## src/rtl/dioda2_if.sv

```systemverilog
// dioda2_if: LED bank drive bundle between the pattern generator and its consumer
interface dioda2_if;
    logic [7:0] oLED;
    modport master (output oLED);
    modport slave (input oLED);
endinterface

```

## src/rtl/dioda2.sv

```systemverilog
// dioda2: prescaled 8-LED light show cycling bounce, fill, drain and blink phases
module dioda2 #(
    parameter int unsigned DIV = 12_500_000
) (
    input logic iCLK,
    input logic iRST,
    dioda2_if.master led
);
    localparam int CW = DIV > 1 ? $clog2(DIV) : 1;
    typedef enum logic [1:0] {BOUNCE, FILL, DRAIN, BLINK} state_e;
    state_e state_q, state_d;
    logic [CW-1:0] cnt_q, cnt_d;
    logic [3:0] idx_q, idx_d;
    logic [7:0] led_q, led_d;
    logic tick;
    always_comb begin
        tick = cnt_q == CW'(DIV - 1);
        cnt_d = tick ? '0 : cnt_q + 1'b1;
        state_d = state_q;
        idx_d = idx_q;
        led_d = led_q;
        if (tick) begin
            case (state_q)
                BOUNCE: begin
                    state_d = idx_q == 4'd13 ? FILL : BOUNCE;
                    idx_d = idx_q == 4'd13 ? 4'd0 : idx_q + 4'd1;
                    led_d = idx_q == 4'd13 ? 8'h01 : idx_q < 4'd7 ? led_q << 1 : led_q >> 1;
                end
                FILL: begin
                    state_d = led_q == 8'hFF ? DRAIN : FILL;
                    led_d = led_q == 8'hFF ? 8'h7F : (led_q << 1) | 8'h01;
                end
                DRAIN: begin
                    state_d = led_q == 8'h00 ? BLINK : DRAIN;
                    idx_d = 4'd0;
                    led_d = led_q == 8'h00 ? 8'hAA : led_q >> 1;
                end
                BLINK: begin
                    state_d = idx_q == 4'd7 ? BOUNCE : BLINK;
                    idx_d = idx_q == 4'd7 ? 4'd0 : idx_q + 4'd1;
                    led_d = idx_q == 4'd7 ? 8'h01 : ~led_q;
                end
                default: begin
                    state_d = BOUNCE;
                    idx_d = 4'd0;
                    led_d = 8'h01;
                end
            endcase
        end
    end
    always_ff @(posedge iCLK) begin
        if (iRST) begin
            state_q <= BOUNCE;
            cnt_q <= '0;
            idx_q <= '0;
            led_q <= 8'h01;
        end else begin
            state_q <= state_d;
            cnt_q <= cnt_d;
            idx_q <= idx_d;
            led_q <= led_d;
        end
    end
    assign led.oLED = led_q;
endmodule

```

## src/flat_wrapper.sv

```systemverilog
// flat-port wrapper written by rule: the top's interface ports become plain ports
module dioda2_flat 
#(
    parameter int unsigned DIV = 12_500_000
)
  (iCLK, iRST, led_oLED);
  dioda2_if led_i ();
  input logic iCLK;
  input logic iRST;
  output wire logic [$bits(led_i.oLED)-1:0] led_oLED;
  assign led_oLED = led_i.oLED;
  dioda2 #(.DIV(DIV)) u_core (.iCLK(iCLK), .iRST(iRST), .led(led_i));
endmodule
```

## config.mk

```make
export PLATFORM = sky130hd
export DESIGN_NAME = dioda2_flat
export DESIGN_NICKNAME = d
export VERILOG_FILES = /design/src/rtl/dioda2_if.sv /design/src/rtl/dioda2.sv /design/src/flat_wrapper.sv
export SDC_FILE = /design/constraint.sdc
export NUM_CORES = 1
export LEC_CHECK = 0
export ABC_AREA = 0
export CORE_AREA = 2 2 62 64
export DETAILED_ROUTE_END_ITERATION = 12
export DIE_AREA = 0 0 64 66
export DONT_BUFFER_PORTS = 1
export HOLD_SLACK_MARGIN = 0.06
export PLACE_DENSITY = 0.72
export SYNTH_ARGS = -nofsm -noshare
export SYNTH_HDL_FRONTEND = slang
export SYNTH_SLANG_ARGS = --single-unit
```

## constraint.sdc

```tcl
create_clock -name iCLK -period 4.7 [get_ports iCLK]
set_input_delay 1.175 -clock iCLK [delete_from_list [all_inputs] [get_ports iCLK]]
set_output_delay 1.175 -clock iCLK [all_outputs]
set_load 0.02 [all_outputs]
```

* Yosys cells after proc, flatten, opt, wreduce, memory -nomap -nowiden *
Index checks and enable logic that the tools add are counted.

storage, ports and cells
  flip-flop bits (word level) = 38
  input bits = 2
  output and inout port bits = 8
  logic and storage cells = 34

operators by class
  $add $sub $neg = 2
  order comparisons = 1
  equal/unequal tests = 7
  muxes and demuxes = 14
  bitwise logic cells = 1
  reduce and logical (&&, ||, !) cells = 5

operators with widths
  cell                   count
  $mux 8                 5
  $pmux 8 s4             1
  $add 24x1->24 const B  1
  $eq 24x24->1 const B   1
  $pmux 4 s3             1
  $eq 8x8->1 const B     1
  $logic_not 8->1        1
  $mux 4                 2
  $not 8->8              1
  $pmux 2 s4             1
  $add 4x1->4 const B    1
  $eq 2x2->1 const B     2
  $eq 4x3->1 const B     1
  $eq 4x4->1 const B     1
  $lt 4x3->1 const B     1
  $mux 2                 2
  $reduce_bool 3->1      1
  $eq 2x1->1 const B     1
  $logic_not 2->1        1
  $mux 1                 2
  $reduce_and 2->1       1
  $reduce_or 2->1        1

* Depth between registers and ports, before layout *
Gate-level depths: netlist of the first run.

  depth in word-level cells = 4
  depth in mapped cells = 7
  mapped depth without buffers = 7

* Least setup slack after synthesis of the first run *
Ideal clock, no wire load.

  path type = input -> register
  start point = in iRST
  end point = reg u_core.cnt_q[11]
  arrival = 1.773 ns
  required time = 4.583 ns
  slack = 2.810 ns
  cell stages on the path = 4
  buffers on the path = 2
  path through = clkbuf_1 nand2b_1 buf_2 nor2_1

between the ends
  word-level cells in the longest chain between the ends = 1

ends and longest elaborated chain
  element                           RTL line           text
  start: declaration                flat_wrapper.sv:9  input logic iRST;
  $reduce_or 2->1 (no source line)  -
  end signal: assignment            dioda2.sv:59       cnt_q <= cnt_d;
  end: declaration                  dioda2.sv:12       logic [CW-1:0] cnt_q, cnt_d;

Every way passes these cells.
A chain may end at the register's enable or synchronous reset.

* Worst setup path after layout of the first run *
  start point = reg u_core.led_q[1], in the netlist u_core.led.oLED[1]
  end point = out led_oLED[1]

RTL lines
  element                   RTL line            text
  start: declaration        dioda2.sv:14        logic [7:0] led_q, led_d;
  start signal: assignment  dioda2.sv:61        led_q <= led_d;
  end: declaration          flat_wrapper.sv:10  output wire logic [$bits(led_i.oLED)-1:0] led_oLED;

No word-level cell between the ends.

==> results of run 1 <==
## per-layer routing
metal	vias to the layer above	GRT usage
met5	-	0
met4	0	0.0842
met3	4	0.0477
met2	34	0.332
met1	775	0.267
li1	882	-
## Yosys cell counts (3+ instances only)
library cell	instances	area share
clkbuf_1	11	0.020
nor2b_1	3	0.0090
nor2_1	38	0.069
nand3_1	13	0.031
xor2_1	14	0.059
nor3_1	6	0.014
nand2_1	25	0.045
o21ai_0	7	0.017
xnor2_1	8	0.034
buf_2	4	0.0096
o221ai_1	3	0.013
a22oi_1	3	0.011
nand2b_1	5	0.015
nand3b_1	4	0.014
o2111ai_1	3	0.013
a21oi_1	12	0.029
dfxtp_1	38	0.37
nand4_1	7	0.021
a31oi_1	4	0.012
a211oi_1	3	0.011
ha_1	3	0.018
inv_1	6	0.011
mux2i_1	4	0.019
## layout make-up
class                           count  share of cell area
Clock buffer                        7              0.0259
Clock inverter                      1             0.00235
Inverter                            6              0.0106
Multi-Input combinational cell    195               0.576
Sequential cell                    38               0.357
Tap cell                           48              0.0282
## sequential cells by signal (all words and copies together) (netlist names)
| signal | cells |
|---|---|
| u_core.cnt_q | 24 |
| u_core.led.oLED | 8 |
| u_core.idx_q | 4 |
| u_core.state_q | 2 |
## cell families after synthesis
family / count (synthesis) / share of synthesized area
and+or+nand+nor: 123 / 0.325
adders and majority gates: 3 / 0.0181
AOI/OAI and AO/OA: 43 / 0.135
buffers and inverters: 22 / 0.0428
xor gates and xnor gates: 22 / 0.0928
muxes: 4 / 0.0193
DFF: 38 / 0.366
## stage by stage
step,utilization,hold slack [ps]
CTS,0.600,497
finish,0.600,496
global placement,0.583,460
detailed placement,0.583,473
global route,0.600,528
floorplan,-,441
## power groups by stage
stage          Clock (W)  Combinational [W]  Sequential (W)
4_1_cts         0.000182         0.00000768        0.000327
6_report        0.000172         0.00000737        0.000327
5_1_grt         0.000193         0.00000889        0.000327
2_1_floorplan          0         0.00000843        0.000333
3_5_place_dp           0         0.00000765        0.000334
3_3_place_gp           0         0.00000763        0.000334
## path summary, 6_finish.rpt
check / from / to / slack [ps] / cells after the start
worst max register to register: u_core.cnt_q[0] / u_core.cnt_q[13] / 2600 / 6
worst min register to register: u_core.cnt_q[0] / u_core.cnt_q[0] / 500 / 1
worst max-delay path: u_core.led.oLED[1] / led_oLED[1] / 2550 / 0
worst min-delay path: u_core.cnt_q[0] / u_core.cnt_q[0] / 500 / 1
==> run summary, run 1 <==
Die Ht - 66 um
Via density - 5.75
clk_lat worst skew - 340 ps
endpoints failing hold - 0
Root Buffer - clkbuf_4
YS warnings - 0
I/O Pins - 10
Initial Util - 0.585
share of power burned in the clock network - 0.340
first-pass GRT wire length - 6.85 mm
VDD IR max - 0.216 mV
Die Span X - 64 um
Cell Count, Final, Fillers Out - 295
Place WS - 2520 ps
Placer Congestion - 0.902
post-route ant nets - 0
post-route minimum period - 2150 ps
Final HPWL DP - 2.74 mm
Async S/R FF share, synth - 0
Post-synth EDFFs - 0
status - finished, final reports clean
Final TNS setup - 0 ps
largest net degree at the start of global routing - 23
IO buf count - 0
final slew viol count - 0
RSZ-0062 raised after global routing - false
post-CTS setup buffer count - 0
CP required - 3520 ps
most common flop cell mapped by yosys - dfxtp_1
Critical Path AT - 970 ps
max-cap violations - 0
Tot Pwr - 0.000506 W
Fin Clk Skew - 16.3 ps
H-tree Lvls - 2
post-synthesis cell count - 255
DRC Markers - 0
register area share after synthesis - 0.366
Rel. slew slack - 0.487
fin area - 0.00213 mm^2
register area - 761 um^2
drt total wl - 3.84 mm
clock tree buffer depth - 2
Final setup viols - 0
CTS tree - built
synthesized area - 0.00208 mm^2
M1 wire length - 1.84 mm
crit path kind - flop to output pin
Worst Path Max Fanout - 9
number of fillers in the final layout - 323
die footprint - 0.00422 mm^2
most frequent cells in the layout - 38 x nor2_1, 38 x dfxtp_1, 25 x nand2_1
cts repair resizes - 0
num rows - 22
Top Layer Used - met4
Layout area overhead - 2.59%
cts bufs inserted - 5
met2 WL - 1.81 mm
area of the multi-input gates - 0.00123 mm^2
PnR worst setup slack - 2550 ps
fin nets - 251
syn_nets - 260
global route overflow - 0
fmax - 465 MHz
Comb power frac - 0.015
placed cell area - 0.00207 mm^2
GRT Total Usage - 0.207
met3 routed WL - 149 um
number of diodes - 0
Clock Pin Slew Worst Setup and Hold Paths - 110 ps
Hold Path Class - flop to flop
dpl cells - 287
Mapped Avg Cell Area - 8.14 um^2
DR WL/cell - 13.0 um
hold_buf cts - 0
Psw - 0.000107 W
CTS Sinks - 38
power density over the cells - 238 mW/mm^2
vias in the first global route - 1543
register bit count reported by yosys - 38
LEAKAGE - 0.736 nW
share of cells above drive strength 1 - 0.0648
sw frac - 0.211
Netlist cell types - 46
core area - 0.00355 mm^2
crit start category - flop
Initial DRC Count - 243
Internal - 0.000399 W
final worst-path cycle share - 0.457
Via Count - 1695
Worst setup EP type - output pin
Flop pwr share - 0.645
DRT Pass-1 Iters - 4
Worst-Margin Slew - 770 ps
initial antenna violation count - 0
Power figures use the tool's default switching activity.
==> run 2, diff against run 1 <==
Settings changed: CORE_AREA 2 2 62 64 to 2 2 64 66, DIE_AREA 0 0 64 66 to 0 0 66 68, PLACE_DENSITY 0.72 to 0.71.
Clock period 4.7 ns to 1.8 ns, I/O delays scaled along.
==> run summary, run 2 (synthesized netlist as in run 1, its figures left out) <==
CP bufs+invs - 0
max FFs per register - 24 (unchanged)
DRT Pass-1 Iters - 4 (unchanged)
Cell Count, Final, Fillers Out - 318 (+7.8%)
post-route ant nets - 0 (unchanged)
post-CTS setup buffer count - 0 (unchanged)
Placer Congestion - 0.833 (-7.6%)
Stages on worst setup path - 5 (+5)
CP top delay family - simple AND/OR/NAND/NOR gates
cts repair resizes - 0 (unchanged)
number of fillers in the final layout - 348 (+7.7%)
Worst Path Max Fanout - 8 (-1)
largest net degree at the start of global routing - 23 (unchanged)
Rel. slew slack - 0.697 (+0.210)
number of diodes - 0 (unchanged)
cells along the critical path - nor4_2 -> and4_4 -> nand3_4 -> or4b_1 -> a21oi_1
Initial DRC Count - 120 (-51%)
Worst-Margin Slew - 450 ps (-319 ps)
Via density - 5.65 (-1.6%)
Final setup viols - 0 (unchanged)
fmax - 596 MHz
clock tree buffer depth - 2 (unchanged)
Reg with most FFs - u_core.cnt_q
power density over the cells - 631 mW/mm^2 (+170%)
Hold Path Cell Cnt - 1 (unchanged)
Flop pwr share - 0.570 (-0.075)
PnR worst setup slack - 122 ps (-2430 ps)
LEAKAGE - 0.876 nW (+19%)
endpoints failing hold - 0 (unchanged)
initial antenna violation count - 0 (unchanged)
first-pass GRT wire length - 6.85 mm (unchanged)
CP required - 2020 ps (-1500 ps)
final worst-path cycle share - 0.932
post-route minimum period - 1680 ps
H-tree Lvls - 2 (unchanged)
sw frac - 0.213 (+0.00144)
max-cap violations - 0 (unchanged)
met2 usage - 0.336 (+0.00383)
largest stage delay on the critical path - 470 ps
GRT Total Usage - 0.202 (-0.00498)
final core occ - 0.612 (+0.0125)
share of power burned in the clock network - 0.405 (+0.065)
status - finished, final reports clean
fin nets - 272 (+8.4%)
Via Count - 1798 (+6.1%)
num rows - 23 (+4.5%)
Worst setup EP type - flop
DRC Markers - 0 (unchanged)
Final TNS setup - 0 ps (unchanged)
Critical Path AT - 1900 ps (+930 ps)
Layout area overhead - 13.7%
Clock Pin Slew Worst Setup and Hold Paths - 80 ps (-30 ps)
Hold Path Class - primary input to flop
dpl cells - 310 (+8.0%)
vias in the first global route - 1563 (+1.3%)
commonest non-fill, non-tap cell in the layout - nor2_1
CTS tree - built
Fin Clk Skew - 5.54 ps (-10.7 ps)
Internal - 0.00117 W (+190%)
VDD IR max - 0.410 mV (+90%)
global route overflow - 0 (unchanged)
I/O Pins - 10 (unchanged)
clk_lat worst skew - 290 ps (-50 ps)
Comb power frac - 0.026 (+0.011)
Initial Util - 0.538 (-0.0463)
most frequent cells in the layout - 38 x nor2_1, 37 x dfxtp_1, 25 x nand2_1
share of cells above drive strength 1 - 0.146 (+0.0807)
hold_buf cts - 0 (unchanged)
crit path kind - flop to flop
cts bufs inserted - 5 (unchanged)
Die Span X - 66 um (+3.1%)
GRT busiest layer - met2
FF-to-FF path depth - 5 (-1)
Place WS - 43.1 ps (-2480 ps)
Root Buffer - clkbuf_8
crit start category - flop
Crit-path slowest cell - or4b_1
core area - 0.00386 mm^2 (+8.6%)
IO buf count - 0 (unchanged)
drt total wl - 4.23 mm (+10%)
M3 GR Usage - 0.0543 (+0.00658)
DR WL/cell - 13.3 um (+2.3%)
Psw - 0.000317 W (+200%)
final slew viol count - 0 (unchanged)
GR Util met1 - 0.248 (-0.0197)
die footprint - 0.00449 mm^2 (+6.3%)
Final HPWL DP - 2.99 mm (+9.2%)
Die Ht - 68 um (+3.0%)
CTS Sinks - 38 (unchanged)
-- run 2: changes by cell type in the layout (fill, tap and decap cells not counted) --
cell      previous run  this run
dfxtp_2              0         1
nand3_2              0         1
nand4_2              2         1
clkbuf_4             5         0
buf_12               0         2
clkbuf_8             1         6
dfxtp_1             38        37
buf_4                0        19
nand3_1             13        12
nand4_4              0         1
-- run 2: final cells by class --
class / count / area (um^2) / share of cell area
clock buffer: 7 / 86.3 / 0.0366
sequential: 38 / 762 / 0.323
timing repair buffer: 21 / 183 / 0.0774
inverter: 6 / 22.5 / 0.00954
clock inverter: 1 / 5.00 / 0.00212
multi-input combinational: 195 / 1240 / 0.525
tap: 50 / 62.6 / 0.0265
-- run 2: power groups by stage --
stage / clock (W) / sequential [W] / combinational, W
after floorplan: 0 / 0.000871 / 0.0000220
after global placement: 0 / 0.000868 / 0.0000374
after detailed placement: 0 / 0.000868 / 0.0000382
after CTS: 0.000630 / 0.000849 / 0.0000382
after global routing: 0.000652 / 0.000849 / 0.0000440
final: 0.000603 / 0.000849 / 0.0000380
-- run 2: final timing paths --
path	startpoint	endpoint	slack, ps
worst max-delay path	u_core.cnt_q[9]	u_core.idx_q[2]	120
worst min-delay path	iRST	u_core.led.oLED[2]	230
worst max register to register	u_core.cnt_q[9]	u_core.idx_q[2]	120
worst min register to register	u_core.idx_q[1]	u_core.idx_q[1]	500
-- run 2: worst register-to-register path, delay by kind of cell (launching register included) --
| family | cells | cell delay [ps] |
|---|---|---|
| compound gates | 1 | 140 |
| flops | 1 | 340 |
| simple gates | 4 | 1150 |
-- run 2: metal layers --
metal / share of wire / wire length [um]
met4: 0.013 / 57
met3: 0.059 / 250
met5: 0 / 0
met2: 0.47 / 1990
met1: 0.46 / 1930
-- run 2: through the flow --
step           instance area, um^2  hold slack (ps)  power (W)
2_1_floorplan                 2080              441   0.000893
3_3_place_gp                  2250              474   0.000906
3_5_place_dp                  2250              488   0.000907
4_1_cts                       2350              204    0.00152
5_1_grt                       2360              206    0.00155
6_report                      2360              225    0.00149
==> run 3, diff against run 2 <==
Settings changed: SETUP_SLACK_MARGIN set to 0.02, SLEW_MARGIN set to 20.
Clock period 1.8 ns to 1.5 ns, I/O delays scaled along.
==> run summary, run 3 (synthesized netlist as in run 1, its figures left out) <==
GRT Total Usage - 0.257 (+0.0558)
RR Startpoint - u_core.cnt_q[7]
H-tree Lvls - 2 (unchanged)
Rel. slew slack - 0.715 (+0.0174)
first-pass GRT wire length - 8.73 mm (+27%)
IO buf count - 0 (unchanged)
post-route ant nets - 0 (unchanged)
final core occ - 0.734 (+0.122)
Initial Util - 0.538 (unchanged)
Via Count - 2082 (+16%)
largest net degree at the start of global routing - 23 (unchanged)
Clock Pin Slew Worst Setup and Hold Paths - 70 ps (about the same)
PnR worst setup slack - -119 ps (-241 ps)
failing checks - setup timing
status - complete, but fails checks
Via density - 5.74 (+1.4%)
hold slack - 144 ps (-81.9 ps)
r2r setup slk - -120 ps (-240 ps)
hold_buf cts - 0 (unchanged)
fmax - 617 MHz (+3.6%)
Fin Clk Skew - 6.50 ps (+0.964 ps)
crit start category - flop
clock tree buffer depth - 2 (unchanged)
VDD IR max - 0.598 mV (+46%)
LEAKAGE - 1.14 nW (+30%)
Final setup viols - 35 (+35)
initial antenna violation count - 0 (unchanged)
Root Buffer - clkbuf_8
clk_lat worst skew - 290 ps (about the same)
Hold Startpoint - iRST
placed cell area - 0.00258 mm^2 (+14%)
number of diodes - 0 (unchanged)
Critical Path AT - 1840 ps (-60 ps)
I/O Pins - 10 (unchanged)
Reg-to-Reg End - u_core.idx_q[2]
vias in the first global route - 1978 (+27%)
Final HPWL DP - 3.67 mm (+23%)
Die Span X - 66 um (unchanged)
Worst setup EP type - flop
fin area - 0.00283 mm^2 (+20%)
global route overflow - 0 (unchanged)
Initial DRC Count - 195 (+63%)
FF-to-FF path depth - 5 (unchanged)
post-route minimum period - 1620 ps (-58.6 ps)
Worst-Margin Slew - 427 ps (-23.3 ps)
crit path kind - flop to flop
Cell Count, Final, Fillers Out - 363 (+14%)
DRC Markers - 0 (unchanged)
Die Ht - 68 um (unchanged)
die footprint - 0.00449 mm^2 (unchanged)
Reg with most FFs - u_core.cnt_q
Hold Path Cell Cnt - 1 (unchanged)
worst hold endpoint - u_core.idx_q[0]
Place WS - -159 ps (-202 ps)
CTS tree - built
CTS Sinks - 38 (unchanged)
fin nets - 318 (+17%)
dpl cells - 350 (+13%)
cts bufs inserted - 5 (unchanged)
max FFs per register - 24 (unchanged)
max-cap violations - 0 (unchanged)
power density over the cells - 610 mW/mm^2 (-3.3%)
DRT Pass-1 Iters - 4 (unchanged)
endpoints failing hold - 0 (unchanged)
most frequent cells in the layout - 62 x buf_4, 37 x nor2_1, 32 x dfxtp_1
Worst Path Max Fanout - 6 (-2)
commonest non-fill, non-tap cell in the layout - buf_4
RSZ-0062 raised after global routing - true
num rows - 23 (unchanged)
share of cells above drive strength 1 - 0.339 (+0.193)
core area - 0.00386 mm^2 (unchanged)
final worst-path cycle share - 1.08 (+0.147)
Placer Congestion - 0.866 (+3.9%)
final slew viol count - 0 (unchanged)
DR WL/cell - 14.5 um (+9.0%)
drt total wl - 5.26 mm (+24%)
Layout area overhead - 36.3%
CP required - 1720 ps (-300 ps)
Hold Path Class - primary input to flop
-- run 3: cell types whose count changed in the layout (fill, tap and decap cells not counted), moves of 2 or more --
cell     before  now
buf_4        19   62
dfxtp_1      37   32
dfxtp_2       1    6
buf_6         0    3
a21oi_1      12   10
a21oi_2       0    2
a31oi_1       4    2
ha_1          3    1
ha_4          0    2
nand2_1      25   23
-- run 3: stage by stage --
step / power (W) / setup TNS, ps
2_1_floorplan: 0.00108 / -63.7
3_3_place_gp: 0.00109 / -2820
3_5_place_dp: 0.00110 / -2690
4_1_cts: 0.00176 / -1680
5_1_grt: 0.00181 / -4930
6_report: 0.00173 / -2390
-- run 3: worst max path at each step --
stage	from	to	slack, ps	cells past startpoint
3_5_place_dp	u_core.cnt_q[5]	u_core.idx_q[0]	-160	6
6_report	u_core.cnt_q[7]	u_core.idx_q[2]	-120	5
3_3_place_gp	u_core.cnt_q[5]	u_core.idx_q[0]	-140	6
2_1_floorplan	u_core.cnt_q[5]	u_core.idx_q[2]	-60	5
5_1_grt	u_core.cnt_q[7]	u_core.led.oLED[4]	-170	7
4_1_cts	u_core.cnt_q[7]	u_core.idx_q[2]	-110	5
-- run 3: what timing repair did --
| action | CTS | global route |
|---|---|---|
| gates resized for setup | 27 | 3 |
| buffers inserted | 6 | 0 |
| endpoints found under the setup margin | 35 | 36 |
| pin swaps | 12 | 1 |
-- run 3: worst max-delay path, stage by stage (launching register included) --
cell and delay [ps]:
dfxtp_2 320, nor4_2 270, and4_4 280, nand3_4 90, or4b_1 470, a21oi_1 120
-- run 3: final cells by class --
| class | count | area, um^2 |
|---|---|---|
| clock buffer | 7 | 76.3 |
| fill | 304 | 1030 |
| inverter | 6 | 25.0 |
| multi-input combinational | 195 | 1360 |
| sequential | 38 | 768 |
| tap | 50 | 62.6 |
| timing repair buffer | 67 | 539 |
-- run 3: power breakdown --
group          switching [W]  total (W)  leakage [nW]  internal (W)
Sequential        0.00000744    0.00102         0.309       0.00102
Clock               0.000334   0.000654        0.0383      0.000320
Combinational      0.0000232  0.0000502         0.790     0.0000270
-- run 3: per-layer routing --
metal,vias up,global-route usage,routed length (um)
met5,-,0,0
met2,68,0.482,2830
met4,0,0.0995,64
met1,992,0.285,2120
li1,1016,-,-
met3,6,0.0559,244
